==> src/rtl/pattern_seq_pkg.sv <==
// pattern_seq shared types and constants.
// Sequencer state encoding and the decade table for the slot timebase.
package pattern_seq_pkg;

   typedef enum logic [1:0] {
      S_IDLE,
      S_FETCH,
      S_RUN,
      S_DONE
   } state_t;

   localparam int POW_W = 26;

   localparam logic [POW_W-1:0] POW10 [8] = '{
      26'd1,
      26'd10,
      26'd100,
      26'd1000,
      26'd10000,
      26'd100000,
      26'd1000000,
      26'd10000000
   };

endpackage

==> src/rtl/pattern_seq_timebase.sv <==
// Slot timebase: a decade prescaler followed by a stage-1 divider.
// slot_end pulses on the last clock of every slot.
module pattern_seq_timebase
   import pattern_seq_pkg::*;
(
   input  logic       clk,
   input  logic       rst_n,
   input  logic       clear,
   input  logic [3:0] stage1_div,
   input  logic [2:0] timestep_sel,
   output logic       slot_end
);

   logic [POW_W-1:0] pre_cnt;
   logic [POW_W-1:0] pre_max;
   logic [3:0]       div_cnt;
   logic [3:0]       div_max;
   logic             pre_tick;

   always_comb begin
      pre_max = POW10[timestep_sel] - POW_W'(1);
      div_max = (stage1_div == 4'd0) ? 4'd0 : stage1_div - 4'd1;
      // a one-clock slot is stretched to two
      if (timestep_sel == 3'd0 && div_max == 4'd0)
         div_max = 4'd1;
      pre_tick = (pre_cnt == pre_max);
      slot_end = pre_tick && (div_cnt == div_max);
   end

   always_ff @(posedge clk or negedge rst_n) begin
      if (!rst_n) begin
         pre_cnt <= '0;
         div_cnt <= '0;
      end else if (clear) begin
         pre_cnt <= '0;
         div_cnt <= '0;
      end else if (pre_tick) begin
         pre_cnt <= '0;
         div_cnt <= (div_cnt == div_max) ? 4'd0 : div_cnt + 4'd1;
      end else begin
         pre_cnt <= pre_cnt + POW_W'(1);
      end
   end

endmodule

==> src/rtl/pattern_seq.sv <==
// SRAM-backed pattern sequencer driving gpio_out slice by slice.
// One word is prefetched while the current word is being shifted out.
module pattern_seq
   import pattern_seq_pkg::*;
#(
   parameter int DATA_W = 8,
   parameter int ADDR_W = 19,
   parameter int PASS_W = 16
) (
   input  logic                                 clk,
   input  logic                                 rst_n,
   input  logic                                 start,
   input  logic                                 stop,
   input  logic [ADDR_W-1:0]                    cfg_start_addr,
   input  logic [ADDR_W-1:0]                    cfg_end_addr,
   input  logic [$clog2($clog2(DATA_W)+1)-1:0]  cfg_lane_sel,
   input  logic                                 cfg_lsb_first,
   input  logic [PASS_W-1:0]                    cfg_passes,
   input  logic [3:0]                           cfg_stage1_div,
   input  logic [2:0]                           cfg_timestep_sel,
   input  logic [DATA_W-1:0]                    cfg_idle_value,
   output logic [ADDR_W-1:0]                    sram_addr,
   input  logic [DATA_W-1:0]                    sram_data,
   output logic                                 pattern_active,
   output logic                                 pattern_done,
   output logic                                 cfg_err,
   output logic [PASS_W-1:0]                    pass_count,
   output logic [DATA_W-1:0]                    gpio_out
);

   localparam int LOG_DW = $clog2(DATA_W);
   localparam int LS_W   = $clog2(LOG_DW + 1);
   localparam logic [LS_W-1:0] LS_MAX = LS_W'(LOG_DW);

   state_t state;
   state_t state_d;

   logic [ADDR_W-1:0] cur_addr;
   logic [ADDR_W-1:0] nxt_addr;
   logic [DATA_W-1:0] cur_word;
   logic [DATA_W-1:0] pf_word;
   logic [DATA_W-1:0] nxt_word;
   logic [DATA_W-1:0] lane_mask;
   logic [LOG_DW-1:0] slice;
   logic [LOG_DW:0]   lanes;
   logic [LS_W-1:0]   ls;
   logic [PASS_W-1:0] pc_inc;
   logic [1:0]        rd_wait;
   logic              fetch_cnt;
   logic              slot_end;
   logic              tb_clear;
   logic              last_slice;
   logic              addr_ok;

   logic start_ok;
   logic start_bad;
   logic fetch_step;
   logic first_load;
   logic slice_step;
   logic word_end;
   logic word_next;
   logic pass_end;
   logic finish;

   assign tb_clear = (state != S_RUN);

   pattern_seq_timebase u_timebase (
      .clk          (clk),
      .rst_n        (rst_n),
      .clear        (tb_clear),
      .stage1_div   (cfg_stage1_div),
      .timestep_sel (cfg_timestep_sel),
      .slot_end     (slot_end)
   );

   assign ls         = (cfg_lane_sel > LS_MAX) ? LS_MAX : cfg_lane_sel;
   assign lanes      = (LOG_DW+1)'(1) << ls;
   assign lane_mask  = ~({DATA_W{1'b1}} << lanes);
   assign last_slice = (slice == LOG_DW'((DATA_W >> ls) - 1));
   assign addr_ok    = (cfg_start_addr <= cfg_end_addr);
   assign nxt_addr   = (sram_addr == cfg_end_addr) ? cfg_start_addr
                                                  : sram_addr + ADDR_W'(1);
   // read data is live for exactly one cycle before it lands in pf_word
   assign nxt_word   = (rd_wait == 2'd1) ? sram_data : pf_word;
   assign pc_inc     = (&pass_count) ? pass_count : pass_count + PASS_W'(1);

   assign pattern_active = (state == S_FETCH) || (state == S_RUN);

   function automatic logic [DATA_W-1:0] slice_of(
      input logic [DATA_W-1:0] w,
      input logic [LOG_DW-1:0] k
   );
      logic [DATA_W-1:0] src;
      for (int j = 0; j < DATA_W; j++)
         src[j] = cfg_lsb_first ? w[j] : w[DATA_W-1-j];
      return (src >> (k << ls)) & lane_mask;
   endfunction

   always_ff @(posedge clk or negedge rst_n) begin
      if (!rst_n)
         state <= S_IDLE;
      else
         state <= state_d;
   end

   always_comb begin
      state_d    = state;
      start_ok   = 1'b0;
      start_bad  = 1'b0;
      fetch_step = 1'b0;
      first_load = 1'b0;
      slice_step = 1'b0;
      word_end   = 1'b0;
      word_next  = 1'b0;
      pass_end   = 1'b0;
      finish     = 1'b0;
      if (stop) begin
         state_d = S_IDLE;
      end else begin
         unique case (state)
            S_IDLE, S_DONE: begin
               start_ok  = start && addr_ok;
               start_bad = start && !addr_ok;
               if (start_ok)
                  state_d = S_FETCH;
            end
            S_FETCH: begin
               fetch_step = !fetch_cnt;
               first_load = fetch_cnt;
               if (fetch_cnt)
                  state_d = S_RUN;
            end
            S_RUN: begin
               slice_step = slot_end && !last_slice;
               word_end   = slot_end && last_slice;
               pass_end   = word_end && (cur_addr == cfg_end_addr);
               finish     = pass_end && (cfg_passes != '0)
                            && (pc_inc == cfg_passes);
               word_next  = word_end && !finish;
               if (finish)
                  state_d = S_DONE;
            end
            default: state_d = S_IDLE;
         endcase
      end
   end

   always_ff @(posedge clk or negedge rst_n) begin
      if (!rst_n) begin
         sram_addr    <= '0;
         cur_addr     <= '0;
         cur_word     <= '0;
         pf_word      <= '0;
         slice        <= '0;
         rd_wait      <= '0;
         fetch_cnt    <= 1'b0;
         pattern_done <= 1'b0;
         cfg_err      <= 1'b0;
         pass_count   <= '0;
         gpio_out     <= '0;
      end else begin
         if (rd_wait != 2'd0)
            rd_wait <= rd_wait - 2'd1;
         if (rd_wait == 2'd1)
            pf_word <= sram_data;
         if (stop || state == S_IDLE || state == S_DONE)
            gpio_out <= cfg_idle_value;
         unique case (1'b1)
            start_ok: begin
               sram_addr    <= cfg_start_addr;
               cur_addr     <= cfg_start_addr;
               fetch_cnt    <= 1'b0;
               slice        <= '0;
               rd_wait      <= 2'd0;
               pattern_done <= 1'b0;
               cfg_err      <= 1'b0;
               pass_count   <= '0;
            end
            start_bad: cfg_err <= 1'b1;
            fetch_step: begin
               fetch_cnt <= 1'b1;
               sram_addr <= nxt_addr;
               rd_wait   <= 2'd2;
            end
            first_load: begin
               cur_word <= sram_data;
               slice    <= '0;
               gpio_out <= slice_of(sram_data, '0);
            end
            slice_step: begin
               slice    <= slice + LOG_DW'(1);
               gpio_out <= slice_of(cur_word, slice + LOG_DW'(1));
            end
            finish: begin
               pass_count   <= pc_inc;
               pattern_done <= 1'b1;
               gpio_out     <= cfg_idle_value;
            end
            word_next: begin
               if (pass_end)
                  pass_count <= pc_inc;
               cur_word  <= nxt_word;
               cur_addr  <= sram_addr;
               sram_addr <= nxt_addr;
               rd_wait   <= 2'd2;
               slice     <= '0;
               gpio_out  <= slice_of(nxt_word, '0);
            end
            default: ;
         endcase
      end
   end

endmodule

==> config.mk <==
export PLATFORM = sky130hd
export DESIGN_NAME = pattern_seq
export DESIGN_NICKNAME = d
export VERILOG_FILES = /design/src/rtl/pattern_seq_pkg.sv /design/src/rtl/pattern_seq_timebase.sv /design/src/rtl/pattern_seq.sv
export SDC_FILE = /design/constraint.sdc
export NUM_CORES = 1
export LEC_CHECK = 0
export ABC_AREA = 1
export CAP_MARGIN = 20
export CORE_ASPECT_RATIO = 0.6
export CORE_MARGIN = 2
export CORE_UTILIZATION = 30
export CTS_CLUSTER_DIAMETER = 30
export DETAILED_ROUTE_END_ITERATION = 10
export SLEW_MARGIN = 20
export SYNTH_ARGS = -nofsm -noshare
export SYNTH_HDL_FRONTEND = slang
export SYNTH_SLANG_ARGS = --single-unit
==> constraint.sdc <==
create_clock -name clk -period 4.3 [get_ports clk]
set_input_delay 0.86 -clock clk [delete_from_list [all_inputs] [get_ports clk]]
set_output_delay 0.86 -clock clk [all_outputs]
set_load 0.01 [all_outputs]
-- Yosys cells after proc, flatten, opt, wreduce, memory -nomap -nowiden
Memories as Yosys holds them, arrays and structs flattened.
Index checks and enable logic that the tools add are counted.
- register bits after elaboration: 118
- ROM bits: 208
- latch bits: 0
- input bits: 84
- memories kept: 1
- memory bits (writable): 0
- add/sub/neg operators: 9
- multiplexer cells: 71
- equal/unequal tests: 15
- bitwise operators: 5
- $lt $le $gt $ge: 3
- div/mod/pow operators: 0
- shifts and indexed selects: 8
- reduce and logical (&&, ||, !) cells: 40
- multiply operators: 0
- memories (memory ; depth ; bits a word ; rd ports ; clocked after memory_dff ; wr ports ; line ; RTL):
    (no name shown) ; 8 ; 26 ; 1 ; 0 ; 0 ; pattern_seq_timebase.sv:21 ; pre_max = POW10[timestep_sel] - POW_W'(1);
- operators with widths (cell ; count):
    $mux 26 ; 4
    $pmux 19 s2 ; 2
    $pmux 16 s3 ; 1
    $mux 1 ; 40
    $eq 19x19->1 ; 2
    $mux 16 ; 2
    $pmux 8 s4 ; 1
    $add 26x1->26 const B ; 1
    $eq 26x26->1 ; 1
    $sub 26x1->26 const B ; 1
    $and 8x8->8 ; 3
    $shr 8x3->8 ; 3
    $mux 4 ; 5
    $add 19x1->19 const B ; 1
    $le 19x19->1 ; 1
    $mux 19 ; 1
    $reduce_bool 2->1 ; 9
    $add 16x1->16 const B ; 1
    $eq 16x16->1 ; 1
    $mux 8 ; 2
    $pmux 8 s2 ; 1
    $reduce_and 16->1 ; 1
    $reduce_bool 16->1 ; 1
    $mux 2 ; 6
    other kinds (38) ; 60

-- Depth between registers and ports, before layout
- depth in word-level cells: 17
- depth in mapped cells: 23
- gate-level depth less buffers: 22

-- Hierarchy
A second synthesis with hierarchy kept.
- cells, all modules: 1548
- area total of the unflattened synthesis: 10058.4 um2
- modules (own cells, without submodules) (module ; area each (um2) ; cells each ; seq. area each (um2) ; instances):
    pattern_seq ; 7230.7 ; 1092 ; 2202.1 ; 1
    pattern_seq_timebase ; 2827.7 ; 456 ; 750.7 ; 1

-- Worst setup path before layout
OpenSTA, ideal clock, no wires.
- path kind: input to register
- start point: input port cfg_timestep_sel[0]
- end point: register cur_word[6]
- cell stages on the path: 21
- arrival time: 3405 ps
- path slack: 764 ps
- library setup time: 131 ps
- path buffers: 4
- path through: inv_1 > ha_1 > nand2_2 > ha_1 > clkbuf_1 > nand3_1 > nor2_1 > nand3_1 > nand2_1 > nand2_1 > nor2_1 > nand3_1 > nor2_2 > nand4_2 > nor2_4 > nand3_2 > buf_6 > buf_6 > buf_6 > nand3_1 > o221ai_2
- longest elaborated chain between the ends: 16
- elaborated cells between the ends (all ways): 21
- those cells by class: 1 x add/sub; 2 x eq/ne; 6 x mux; 1 x bitwise; 10 x reduce/logical; 1 x memory
- RTL lines (what ; line ; RTL):
    start: declaration ; pattern_seq.sv:20 ; input logic [2:0] cfg_timestep_sel,
    $not 3->4 (implied by the code) ; pattern_seq_timebase.sv:21 ;
    $mem_v2 8x26 ; n/a ;
    $mux 26 (implied by the code) (2 in series) ; pattern_seq_timebase.sv:21 ;
    $sub 26x1->26 ; pattern_seq_timebase.sv:21 ;
    $eq 26x26->1 ; pattern_seq_timebase.sv:26 ; pre_tick = (pre_cnt == pre_max);
    $logic_and 1x1->1 (*) ; pattern_seq_timebase.sv:27 ; slot_end = pre_tick && (div_cnt == div_max);
    $logic_and 1x1->1 (*) ; pattern_seq.sv:135 ; word_end = slot_end && last_slice;
    $logic_and 1x1->1 ; pattern_seq.sv:136 ; pass_end = word_end && (cur_addr == cfg_end_addr);
    $logic_and 1x1->1 ; pattern_seq.sv:137 ; finish = pass_end && (cfg_passes != '0)
    $logic_and 1x1->1 ; pattern_seq.sv:138 ; && (pc_inc == cfg_passes);
    $logic_not 1->1 ; pattern_seq.sv:139 ; word_next = word_end && !finish;
    $logic_and 1x1->1 (*) ; pattern_seq.sv:139 ;
    $mux 1 (*) ; pattern_seq.sv:120 ; unique case (state)
    $mux 1 (*) ; pattern_seq.sv:117 ; if (stop) begin
    $pmux 8 s2 / $reduce_bool 2->1 (equally long branches) ; n/a ;
    end signal: assignment ; pattern_seq.sv:186 ; cur_word <= sram_data;
    end signal: assignment ; pattern_seq.sv:202 ; cur_word <= nxt_word;
    end: declaration ; pattern_seq.sv:40 ; logic [DATA_W-1:0] cur_word;
Mark *: on every way between the ends. The rest lies on a longest branch, timed or not. The select of a mux whose other input is x is not followed.
A chain may end at the register's enable or synchronous reset.

-- Final worst setup path
- start point: input port cfg_timestep_sel[0]
- end point: register gpio_out[3]
- longest elaborated chain between the ends: 16
- elaborated cells between the ends (all ways): 26
- those cells by class: 1 x add/sub; 2 x eq/ne; 10 x mux; 1 x bitwise; 11 x reduce/logical; 1 x memory
- RTL lines (what ; line ; RTL):
    $not 3->4 (implied by the code) ; pattern_seq_timebase.sv:21 ;
    $mem_v2 8x26 ; n/a ;
    $mux 26 (implied by the code) (2 in series) ; pattern_seq_timebase.sv:21 ;
    $sub 26x1->26 ; pattern_seq_timebase.sv:21 ;
    $eq 26x26->1 ; pattern_seq_timebase.sv:26 ;
    $logic_and 1x1->1 (*) ; pattern_seq_timebase.sv:27 ;
    $logic_and 1x1->1 ; pattern_seq.sv:135 ;
    $logic_and 1x1->1 ; pattern_seq.sv:136 ;
    $logic_and 1x1->1 ; pattern_seq.sv:137 ;
    $logic_and 1x1->1 ; pattern_seq.sv:138 ;
    $logic_not 1->1 ; pattern_seq.sv:139 ;
    $logic_and 1x1->1 ; pattern_seq.sv:139 ;
    $mux 1 ; pattern_seq.sv:120 ;
    $mux 1 ; pattern_seq.sv:117 ;
    $pmux 8 s4 / $reduce_bool 5->1 (equally long branches) ; n/a ;
    end signal: assignment ; pattern_seq.sv:167 ; gpio_out <= cfg_idle_value;
    end signal: assignment ; pattern_seq.sv:188 ; gpio_out <= slice_of(sram_data, '0);
    end signal: assignment ; pattern_seq.sv:192 ; gpio_out <= slice_of(cur_word, slice + LOG_DW'(1));
    end: declaration ; pattern_seq.sv:28 ; output logic [DATA_W-1:0] gpio_out
Marks and branches as above.

==> summary.txt <==
STA
  – Worst Max-Slew Pin Slew: ~0.94 ns
  – Worst rel slew slack: 0.372
  – Final min period: 4.02 ns
  – Fin Setup TNS: 0 ns
  – RSZ-0062 raised after global routing: no
  – Max Clk Rate: 0.249 GHz
  – Hold Vio Cnt, Final: 0
  – Crit share post-route: 0.935
  – Finish-stage setup viols: 0
  – Final Slew Violations: 0
  – Clk_skew: 0.0109 ns

Layout
  – Most frequent cells in the layout: nand2_1 (375), inv_1 (178), nand3_1 (165)
  – ANT cells: 0
  – Finished Layout Cells: 1993
  – Nets: 1686
  – Fraction of layout cells with a size suffix above 1: 0.0824
  – Final core occ: 0.391
  – Area Overhead vs Synth: 27.6%
  – Most common cell after layout, fill and taps aside: nand2_1

Worst setup path
  – CP Data Arrival Time: ~4.4 ns
  – Crit path from: cfg_timestep_sel[0]
  – R2R cell count: 20
  – Critical path type: in2reg
  – Reg2Reg Setup Slack: 0.54 ns
  – CP max stage cell: clkdlybuf4s50_1
  – Worst reg2reg path endpoint: gpio_out[3]
  – Reg2reg start: pass_count[0]
  – CP endpoint: gpio_out[3]
  – Crit-path cells: clkdlybuf4s50_1, inv_1, buf_4, ha_1, nand2_2, nand3_1, nor2_2, nand2_1, nand2_1, nand2_1, xor2_1, nand2_1, nor2_2, nand4_2, nor2_4, nand3_2, buf_12, nand3_2, inv_2, nand2_1, nor2_1, a21oi_1
  – Critical Path RT: 4.65 ns
  – Crit. End Element: flip-flop
  – Crit Path Max Fanout: 23
  – Most common cell on crit path: nand2_1
  – Kind of launch point of the worst setup path: primary input
  – CP peak stage delay: 0.53 ns

Global route
  – First-pass GRT wire length: around 51000 um
  – GRT Resource Usage Total: 0.193
  – Total global routing overflow: 0
  – Vias in the first global route: a little over 9000
  – Pin count of the biggest net entering global routing: 66
  – Initial antenna violation count: 0

Yosys
  – Top-area cell type share of the netlist area: 0.308
  – Top cells by area, synth: dfrtp_1 (31%), nand2_1 (15%), nand3_1 (8.6%)
  – Seq cells post-synth: 118
  – Post-synth cell types: 46
  – Cell taking the most area after synthesis: dfrtp_1
  – Synth warn: 0
  – Avg Synthesized Cell Area: 6.80 sq um
  – Synthesized area: 9600 sq um
  – Sequential fraction of the synthesis area: 0.308
  – Mapped Cells: approximately 1400
  – Syn Nets: 1534

Place
  – GPL Wtd Cong: between 0.9 and 1
  – Post-DP HPWL: ~25000 um
  – Port Buf Inserts: 129
  – Dpl cells: ~2000

Floorplanning
  – Core Area: 31300 sq um
  – Ports: 130
  – Cell Rows: 50
  – Starting density of the core: 0.306
  – Die H: 143 um
  – Overall die width: 235 um
  – DIE AREA: 33500 sq um

CTS
  – CTS root buf: clkbuf_16
  – CTS tree: yes
  – Setup repair bufs after CTS: 0
  – H-tree depth: 4
  – Latest clock arrival within the worst-skew pair: about 0.44 ns
  – Clock buffer depth: 2
  – Post-CTS Hold Fix Bufs: 0
  – Clock-pin slew on the worst setup and hold paths: 0.06 ns
  – Number of CTS-inserted buffers: 17
  – Clk sink count: 118
  – Post-cts resize count: 0

Detailed routing
  – DRC viols: 0
  – DRT Pass-1 Iters: 5
  – Initial DRC Count: 758
  – Via density: 4.94
  – Routed wire per std cell: 16.0 um
  – Post-Route WL: 31900 um
  – Vias: between 9000 and 10000
  – Post-DRT Antenna Nets: 0

Min path
  – Worst Hold Depth: 2
  – Worst Hold Class: reg2reg

Power
  – Power density over the cells: 455 nW/um^2
  – Peak supply drop: 0.276 mV
  – Leakage: 5.68 nW

Run
  – Max-cap check violation count: 0

Run status
  – Outcome: finished clean
stage by stage:
step | hold WS [ns] | setup WS, ns | total power, mW | instance area, sq um
after floorplan | 0.438 | 0.764 | 3.05 | 9600
after global placement | 0.453 | -0.165 | 3.95 | 11600
after detailed placement | 0.455 | -0.178 | 3.98 | 11600
after CTS | 0.472 | 0.281 | 5.60 | 12200
after global routing | 0.510 | 0.00691 | 5.95 | 12200
final | 0.469 | 0.280 | 5.57 | 12200
worst min-delay path by stage:
stage               startpoint  slack, ns          to
floorplan           pf_word[0]       0.44  pf_word[0]
global placement    pf_word[0]       0.45  pf_word[0]
detailed placement  pf_word[0]       0.46  pf_word[0]
CTS                 pf_word[0]       0.47  pf_word[0]
global route        pf_word[4]       0.51  pf_word[4]
finish              pf_word[0]       0.47  pf_word[0]
kinds of logic after synthesis:
group | Yosys count | synth area share
xor gates and xnor gates | 99 | 0.0903
and+or+nand+nor | 763 | 0.344
buffers and inverters | 230 | 0.0976
muxes | 2 | 0.00222
DFF | 118 | 0.308
AOI/OAI and AO/OA | 162 | 0.109
adders and majority gates | 38 | 0.0495
cells in the mapped netlist (all sizes together):
cell type / instances
nand2: 383
inv: 185
nand3: 170
nor2: 144
dfrtp: 118
o21ai: 83
xor2: 64
ha: 38
xnor2: 35
o211ai: 34
a21oi: 29
nor3: 24
clkbuf: 23
nand4: 21
buf: 18
nor4: 8
o221ai: 8
or2: 6
clkinv: 4
nand3b: 3
nor3b: 2
o21bai: 2
a21boi: 1
a21o: 1
a221oi: 1
a31oi: 1
and3: 1
mux2: 1
mux2i: 1
o21a: 1
o41ai: 1
or3: 1
power breakdown:
part | internal (mW) | switching, mW | total (mW)
Clock | 0.993 | 0.597 | 1.59
Sequential | 1.43 | 0.330 | 1.76
Combinational | 0.974 | 1.24 | 2.22
state kept, by name (all words and copies together) (netlist names):
signal	cells
cur_addr	19
cur_word	8
fetch_cnt	1
gpio_out	8
pass_count	16
pf_word	8
cfg_err	1
slice	3
u_timebase.pre_cnt	26
sram_addr	19
u_timebase.div_cnt	4
pattern_done	1
state	2
rd_wait	2
area by class of cell:
| cell class | instances | area [sq um] |
|---|---|---|
| Multi-Input combinational cell | 1064 | 5710 |
| Clock buffer | 19 | 443 |
| Timing Repair Buffer | 174 | 1710 |
| Tap cell | 416 | 520 |
| Sequential cell | 118 | 2950 |
| Fill cell | 3272 | 19100 |
| Clock inverter | 13 | 191 |
| Inverter | 189 | 709 |
per-layer routing:
layer / global-route usage / vias to the layer above / part of all wire
met5: 0 / - / 0
met4: 0.0443 / 0 / 0.0085
met3: 0.0458 / 25 / 0.072
met2: 0.260 / 325 / 0.39
met1: 0.303 / 4614 / 0.53
li1: - / 4874 / -
critical path: cells and delay by family:
kind	cells	cell delay, ns
buffers and inverters	5	1.05
AO/OA/AOI/OAI	1	0.14
adder cells (fa/ha/maj)	1	0.24
XOR/XNOR	1	0.20
AND/OR/NAND/NOR	14	1.88
No activity file was read; power rests on OpenSTA's default activity.
